==> src/rtl/sync_fifo_ctrl_pkg.sv <==
// Shared types for the synchronous FIFO controller: occupancy-update encoding.
package sync_fifo_ctrl_pkg;

    typedef enum logic [1:0] {
        CNT_HOLD = 2'd0,
        CNT_INC  = 2'd1,
        CNT_DEC  = 2'd2
    } cnt_op_e;

    // Simultaneous read and write leaves occupancy unchanged.
    function automatic cnt_op_e cnt_op(input logic wr_fire, input logic rd_fire);
        case ({wr_fire, rd_fire})
            2'b10:   return CNT_INC;
            2'b01:   return CNT_DEC;
            default: return CNT_HOLD;
        endcase
    endfunction

endpackage

==> src/rtl/dual_port_ram.sv <==
// Simple dual-port RAM: synchronous write, combinational read, contents never cleared.
// Read data follows raddr in the same cycle; no flow control of its own.
module dual_port_ram #(
    parameter int DATAWIDTH = 16,
    parameter int ASIZE     = 3
) (
    input  logic                 wclk,
    input  logic                 wrstn,
    input  logic                 wen,
    input  logic [ASIZE-1:0]     waddr,
    input  logic [DATAWIDTH-1:0] wdata,
    input  logic                 rclk,
    input  logic                 rrstn,
    input  logic                 ren,
    input  logic [ASIZE-1:0]     raddr,
    output logic [DATAWIDTH-1:0] rdata
);

    localparam int DEPTH = 1 << ASIZE;

    logic [DATAWIDTH-1:0] r_mem [0:DEPTH-1];
    logic                 w_unused;

    // Read side is asynchronous, so its clock and reset carry no function here.
    assign w_unused = &{1'b0, rclk, rrstn};

    always_ff @(posedge wclk) begin
        if (wen && wrstn) begin
            r_mem[waddr] <= wdata;
        end
    end

    assign rdata = ren ? r_mem[raddr] : '0;

endmodule

==> src/rtl/sync_fifo_ctrl.sv <==
// First-word-fall-through synchronous FIFO; a word written into an empty FIFO is readable next cycle.
// Backpressure: wr_ready = !full, rd_valid = !empty; overflow attempts set sticky ovf_err.
module sync_fifo_ctrl
    import sync_fifo_ctrl_pkg::*;
#(
    parameter int DATAWIDTH = 16,
    parameter int ASIZE     = 3,
    parameter int AFULL_TH  = 6
) (
    input  logic                 clk,
    input  logic                 rstn,
    input  logic                 flush,
    input  logic                 wr_valid,
    output logic                 wr_ready,
    input  logic [DATAWIDTH-1:0] wr_data,
    output logic                 rd_valid,
    input  logic                 rd_ready,
    output logic [DATAWIDTH-1:0] rd_data,
    output logic [ASIZE:0]       count,
    output logic                 full,
    output logic                 empty,
    output logic                 almost_full,
    output logic                 ovf_err
);

    localparam logic [ASIZE:0] PTR_ONE   = {{ASIZE{1'b0}}, 1'b1};
    localparam logic [ASIZE:0] AFULL_CNT = AFULL_TH[ASIZE:0];

    logic [ASIZE:0] r_wr_ptr;
    logic [ASIZE:0] r_rd_ptr;
    logic [ASIZE:0] r_count;
    logic           r_ovf_err;
    logic           w_full;
    logic           w_empty;
    logic           w_wr_fire;
    logic           w_rd_fire;
    cnt_op_e        w_cnt_op;

    // Extra pointer MSB distinguishes a full FIFO from an empty one.
    assign w_empty   = (r_wr_ptr == r_rd_ptr);
    assign w_full    = (r_wr_ptr[ASIZE-1:0] == r_rd_ptr[ASIZE-1:0]) &&
                       (r_wr_ptr[ASIZE] != r_rd_ptr[ASIZE]);
    assign w_wr_fire = wr_valid && !w_full && !flush;
    assign w_rd_fire = rd_ready && !w_empty && !flush;
    assign w_cnt_op  = cnt_op(w_wr_fire, w_rd_fire);

    always_ff @(posedge clk) begin
        if (!rstn) begin
            r_wr_ptr  <= '0;
            r_rd_ptr  <= '0;
            r_count   <= '0;
            r_ovf_err <= 1'b0;
        end else if (flush) begin
            r_wr_ptr  <= '0;
            r_rd_ptr  <= '0;
            r_count   <= '0;
            r_ovf_err <= 1'b0;
        end else begin
            if (w_wr_fire) r_wr_ptr <= r_wr_ptr + PTR_ONE;
            if (w_rd_fire) r_rd_ptr <= r_rd_ptr + PTR_ONE;
            if (wr_valid && w_full) r_ovf_err <= 1'b1;
            case (w_cnt_op)
                CNT_INC: r_count <= r_count + PTR_ONE;
                CNT_DEC: r_count <= r_count - PTR_ONE;
                default: r_count <= r_count;
            endcase
        end
    end

    dual_port_ram #(
        .DATAWIDTH (DATAWIDTH),
        .ASIZE     (ASIZE)
    ) u_ram (
        .wclk  (clk),
        .wrstn (rstn),
        .wen   (w_wr_fire),
        .waddr (r_wr_ptr[ASIZE-1:0]),
        .wdata (wr_data),
        .rclk  (clk),
        .rrstn (rstn),
        .ren   (1'b1),
        .raddr (r_rd_ptr[ASIZE-1:0]),
        .rdata (rd_data)
    );

    assign wr_ready    = !w_full;
    assign rd_valid    = !w_empty;
    assign full        = w_full;
    assign empty       = w_empty;
    assign count       = r_count;
    assign almost_full = (r_count >= AFULL_CNT);
    assign ovf_err     = r_ovf_err;

endmodule

==> config.mk <==
export PLATFORM = sky130hd
export DESIGN_NAME = sync_fifo_ctrl
export DESIGN_NICKNAME = d
export VERILOG_FILES = /design/src/rtl/sync_fifo_ctrl_pkg.sv /design/src/rtl/dual_port_ram.sv /design/src/rtl/sync_fifo_ctrl.sv
export SDC_FILE = /design/constraint.sdc
export NUM_CORES = 1
export LEC_CHECK = 0
export CAP_MARGIN = 5
export CORE_AREA = 3 3 104 106
export CTS_CLUSTER_DIAMETER = 150
export DETAILED_ROUTE_END_ITERATION = 8
export DIE_AREA = 0 0 107 109
export GPL_TIMING_DRIVEN = 0
export HOLD_SLACK_MARGIN = 0.02
export PLACE_DENSITY = 0.8
export SYNTH_ARGS = -nofsm -noshare
export SYNTH_HDL_FRONTEND = slang
export SYNTH_HIERARCHICAL = 1
export SYNTH_SLANG_ARGS = --single-unit
export TNS_END_PERCENT = 100
==> constraint.sdc <==
create_clock -name clk -period 5.3 [get_ports clk]
set_input_delay 0.795 -clock clk [delete_from_list [all_inputs] [get_ports clk]]
set_output_delay 0.795 -clock clk [all_outputs]
set_load 0.01 [all_outputs]
; After elaboration in Yosys (flattened, before gate mapping)
; Memory sizes are Yosys's and may differ from the RTL's. A register that Yosys moved wholly into a read port is not among the register bits.
; Index checks and enable logic that the tools add are counted.
[op_classes]
bitwise = 1
reduce_logical = 12
muxes = 6
eq_ne = 7
n_lt_le_gt_ge = 1
addsub = 4
[ops]
columns = op, n
row1 = adder 4 x 1 -> 4 bit (second input constant), 3
row2 = case mux 4 bit (2 select lines), 1
row3 = logical AND 1 bit, 7
row4 = 2-to-1 mux 3 bit, 2
row5 = equality test 2 x 1 -> 1 bit (second input constant), 2
row6 = equality test 2 bit (second input constant), 2
row7 = equality test 4 bit, 1
row8 = >= comparator 4 x 3 -> 1 bit (second input constant), 1
row9 = case mux 2 bit (2 select lines), 1
row10 = subtractor 4 x 1 -> 4 bit (second input constant), 1
row11 = equality test 3 bit, 1
row12 = zero test 1 bit, 3
row13 = 2-to-1 mux 1 bit, 2
row14 = nonzero test 2 bit, 1
row15 = OR reduction 2 bit, 1
row16 = inequality test 1 bit, 1
row17 = inverter 1 bit, 1
[word_totals]
output_inout_bits = 26
input_bits = 21
reg_bits = 13
elab_cells = 36
mem_bits_rw = 128
n_memories = 1
[mem_list]
columns = memory, words, width, rd, rd_clocked_by_memory_dff, wr, line_no
row1 = u_ram.r_mem, 8, 16, 1, 1, 1, dual_port_ram.sv:21  ; logic [DATAWIDTH-1:0] r_mem [0:DEPTH-1];

; Depth between registers and ports, before layout
[logic_depth]
ltp_word = 9
mapped_depth = 13
ltp_nobuf = 13

; Cells and area by module
; The synthesis kept the hierarchy.
[by_module_without_submodules]
columns = mod, seq_area_each_um2, area_each_um2, cells_each, instances
row1 = dual_port_ram, 3843.7, 5107.4, 251, 1
row2 = sync_fifo_ctrl, 260.2, 777.0, 93, 1

; Least setup slack after synthesis
; OpenSTA, ideal clock, no wires.
[synth_path]
kind = reg-to-reg
start = reg r_wr_ptr[1]
end = mem u_ram.r_mem[4][0] (enable)
setup_ns = 0.409
required_time_ns = 4.891
path_stages_with_launch = 8
setup_slack_ns = 2.338
synth_period_minus_slack_ns = 2.962
arrival_ns = 2.552
path_buffers = 0
cell_sequence = dfxtp_1 > xor2_1 > nor3_2 > nand2_2 > inv_2 > and2b_1 > nand3_1 > nor3_1
[synth_between]
elab_chain_len = 8
[synth_rtl]
columns = item, line_no
row1 = "start, declared", sync_fifo_ctrl.sv:29  ; logic [ASIZE:0] r_wr_ptr;
row2 = "start signal, assigned", sync_fifo_ctrl.sv:59  ; if (w_wr_fire) r_wr_ptr <= r_wr_ptr + PTR_ONE;
row3 = equality test 3 bit, sync_fifo_ctrl.sv:41  ; assign w_full = (r_wr_ptr[ASIZE-1:0] == r_rd_ptr[ASIZE-1:0]) &&
row4 = logical AND 1 bit, sync_fifo_ctrl.sv:41
row5 = zero test 1 bit, --
row6 = named net wr_ready, sync_fifo_ctrl.sv:14  ; output logic wr_ready,
row7 = logical AND 1 bit (2 in a row), sync_fifo_ctrl.sv:43  ; assign w_wr_fire = wr_valid && !w_full && !flush;
row8 = named net w_wr_fire, sync_fifo_ctrl.sv:35  ; logic w_wr_fire;
row9 = logical AND 1 bit, dual_port_ram.sv:28  ; if (wen && wrstn) begin
row10 = 2-to-1 mux 1 bit, dual_port_ram.sv:28
row11 = 2-to-1 mux 1 bit (implied by the code), dual_port_ram.sv:29  ; r_mem[waddr] <= wdata;
row12 = "end, declared", dual_port_ram.sv:21
; The timed path passes the listed nets, and every way through them passes these cells.

==> results.cfg <==
[outcome]
outcome = completed

[synth]
synth_cells = 344
number_of_synthesized_flops_with_an_enable_pin = 128
synth_area_per_cell_um2 = 17.1
ys_seq_area_frac = 0.697
yosys_warnings = 6
syn_area_mm2 = 0.00588
seq_cells_post_synth = 141
synth_flop_cell = sky130_fd_sc_hd__edfxtp_1
asyncSetResetFlopFracSynth = 0
netlist.area_leader.share = 0.653
ys_types = 49
synth.area.top_cells = sky130_fd_sc_hd__edfxtp_1 (65%), sky130_fd_sc_hd__dfxtp_1 (4.4%), sky130_fd_sc_hd__mux4_2 (3.8%)
netlist.top_cell.by_area = sky130_fd_sc_hd__edfxtp_1

[setup_path]
worst-endpoint-required_ns = 4.51
worst_r2r_path_depth = 9
critPathLaunchType = register
reg2reg_setup_slack_ns = 2.40
setup.worst_path.start = r_rd_ptr[0]
endpoint = rd_data[5]
reg2reg_from = r_wr_ptr[1]
timing.critical_path.arrival_ns = 2.84
regToRegEndpoint = count[3]
critical_path.max_fanout = 10
worstSetupEndpointType = output port
timing_worst_setup_path_type = reg2out

[placement]
routabilityCongestion = 0.849
place.detailed.hpwl_um = 7140
placed_cells_incl_taps = 537
portBuffers = 46

[floorplan]
boundaryPins = 47
rows = 36
fp.dieArea_mm2 = 0.0117
die-width_um = 107
coreArea_mm2 = 0.00986
floorplan.initialDensity = 0.597
vertical_die_dimension_um = 109

[clock_tree]
htreeDepth = 4
cts_buffers = 17
postCtsSetupBuffers = 0
insertion_delay_ns = 0.51
clockRootBuffer = sky130_fd_sc_hd__clkbuf_8
clk_path_buf_depth = 2
post_cts_resized = 0
cts.clk_slew.worst_paths_ns = 0.06
ctsHoldBuffers = 0
cts_tree = done
clkSinkCount = 141

[drt]
drt_iter0_drc = 193
via_count = 3302
finalWirelength_um = 11800
ant_nets = 0
drt_drc_violations_left = 0
first_pass_detailed_route_iteration_total = 4
routed_via_density = 5.80
post_detailed_route_wirelength_per_cell_um = 20.8

[sta]
hold_violations = 0
timing.final.crit_share = 0.686
fin_setup_tns_ns = 0
final-setup-viol-count = 0
clock-skew-final_ns = 0.00633
fmax_mhz = 275
timing.slew.headroom = 0.448
timing.final.crit_period_ns = 3.63
timing_worst_slew_pin_value_ns = 0.828
timing_max_transition_violations_final = 0
grt_setup_unrepaired = no

[final_layout]
layoutNonFillerInstCount = 569
drive_above_1_share = 0.225
filler_cell_count = 576
area_growth_pct = 24.4
layout.nets = 450
antenna_fix_cells = 0

[power_and_ir_drop]
total_leakage_power_nw = 2.43
cellPowerDensity_mw_per_mm2 = 343
max-vdd-ir-drop_mv = 0.225

[global_route]
antenna_violations_before_repair = 0
vias_in_the_first_global_route = 3426
grt_overflow_total = 0
grt_usage = 0.218
first_pass_grt_wire_length_um = 18400
grt_start_max_net_pins = 17

[job]
maxCapViolCount = 0

[worst_hold_path]
worstHoldPathType = reg2reg
worst_hold_startpoint = ovf_err
==> synthesized netlist by cell type (all sizes together), types with 3 or more instances <==
library cell,number
nand3,4
nand2b,4
mux2,16
o21ai,21
nand2,9
dfxtp,13
edfxtp,128
nor2,16
mux2i,16
nor2b,3
inv,22
a221oi,16
a21oi,7
xor2,8
or3,4
nor3,3
clkbuf,4
mux4,16
ha,5
buf,10
==> sequential cells by signal, summed over array words and instances (netlist names) <==
| register | flops |
|---|---|
| u_ram/r_mem | 128 |
| count | 4 |
| r_rd_ptr | 4 |
| r_wr_ptr | 4 |
| ovf_err | 1 |
==> placed cells by master (no fill, tap or decap), types with 4 or more instances in the layout <==
master / netlist / layout
sky130_fd_sc_hd__nand2_1: 8 / 8
sky130_fd_sc_hd__clkbuf_16: 0 / 16
sky130_fd_sc_hd__a21oi_1: 7 / 7
sky130_fd_sc_hd__buf_6: 4 / 6
sky130_fd_sc_hd__a221oi_2: 9 / 9
sky130_fd_sc_hd__ha_1: 5 / 5
sky130_fd_sc_hd__bufinv_16: 0 / 4
sky130_fd_sc_hd__o21ai_0: 21 / 21
sky130_fd_sc_hd__xor2_1: 7 / 7
sky130_fd_sc_hd__buf_8: 1 / 4
sky130_fd_sc_hd__dfxtp_1: 13 / 13
sky130_fd_sc_hd__mux2_2: 16 / 16
sky130_fd_sc_hd__clkinvlp_4: 0 / 5
sky130_fd_sc_hd__mux2i_1: 16 / 16
sky130_fd_sc_hd__mux4_1: 6 / 6
sky130_fd_sc_hd__nor2_2: 1 / 7
sky130_fd_sc_hd__nand3_1: 4 / 4
sky130_fd_sc_hd__inv_1: 21 / 21
sky130_fd_sc_hd__clkdlybuf4s50_1: 0 / 46
sky130_fd_sc_hd__mux4_2: 10 / 10
sky130_fd_sc_hd__a221oi_1: 7 / 7
sky130_fd_sc_hd__edfxtp_1: 128 / 128
sky130_fd_sc_hd__conb_1: 1 / 7
sky130_fd_sc_hd__nor2_1: 15 / 9
==> kinds of logic (layout without fill, tap and decap cells) <==
| logic type | after synthesis | after routing | share of synthesized area |
|---|---|---|---|
| flip-flops | 141 | 141 | 0.697 |
| AND/OR/NAND/NOR | 52 | 52 | 0.0472 |
| AO/OA/AOI/OAI | 51 | 51 | 0.0661 |
| multiplexers | 48 | 48 | 0.123 |
| buffers and inverters | 36 | 122 | 0.0370 |
| XOR/XNOR | 9 | 9 | 0.0147 |
| adder cells (fa/ha/maj) | 6 | 6 | 0.0140 |
| other | 1 | 7 | 0.000637 |
==> power breakdown <==
part           switching (mW)  internal (mW)
Sequential            0.00401           1.22
Combinational          0.0485         0.0420
Clock                   0.438          0.762
Total                   0.491           2.02
==> routing by layer <==
metal | up-vias | routed length (µm) | global-route usage
li1 | 1511 | - | -
met1 | 1659 | 4840 | 0.282
met2 | 115 | 6130 | 0.372
met3 | 17 | 669 | 0.0468
met4 | 0 | 167 | 0.0703
met5 | - | 0 | 0
==> layout make-up <==
class / instances / area [µm²] / share of cell area
Clock inverter: 15 / 195 / 0.0267
Buffer: 14 / 135 / 0.0185
Inverter: 22 / 82.6 / 0.0113
Clock buffer: 17 / 414 / 0.0566
Sequential cell: 141 / 4100 / 0.561
Tap cell: 133 / 166 / 0.0227
Multi-Input combinational cell: 173 / 1610 / 0.220
Timing Repair Buffer: 54 / 611 / 0.0834
==> worst max-delay path, cell delays in order, from the launching register on <==
cell and delay, ns:
sky130_fd_sc_hd__dfxtp_1 0.47, sky130_fd_sc_hd__buf_4 0.25, sky130_fd_sc_hd__nand2b_2 0.22, sky130_fd_sc_hd__clkbuf_2 0.28, sky130_fd_sc_hd__o21ai_0 0.13, sky130_fd_sc_hd__a221oi_1 0.35
sky130_fd_sc_hd__clkdlybuf4s50_1 0.62
==> metrics by stage <==
| step | util | worst slack (ns) | power [mW] | cell area [µm²] | hold slack (ns) |
|---|---|---|---|---|---|
| 6_report | 0.742 | 1.67 | 2.51 | 7320 | 0.465 |
| 5_1_grt | 0.742 | 1.55 | 2.59 | 7320 | 0.514 |
| 4_1_cts | 0.742 | 1.64 | 2.53 | 7320 | 0.474 |
| 3_5_place_dp | 0.680 | 2.13 | 1.33 | 6710 | 0.459 |
| 3_3_place_gp | 0.662 | 0.880 | 1.33 | 6530 | 0.451 |
| 2_1_floorplan | - | 2.34 | 1.28 | 5910 | 0.499 |
==> how the worst min path moves through the flow <==
stage                              to  cells after the start
after floorplan           r_rd_ptr[3]                      2
final                         ovf_err                      2
after global placement        ovf_err                      2
after CTS                     ovf_err                      2
after detailed placement      ovf_err                      2
after global routing          ovf_err                      2
(Power assumes the default switching activity.)
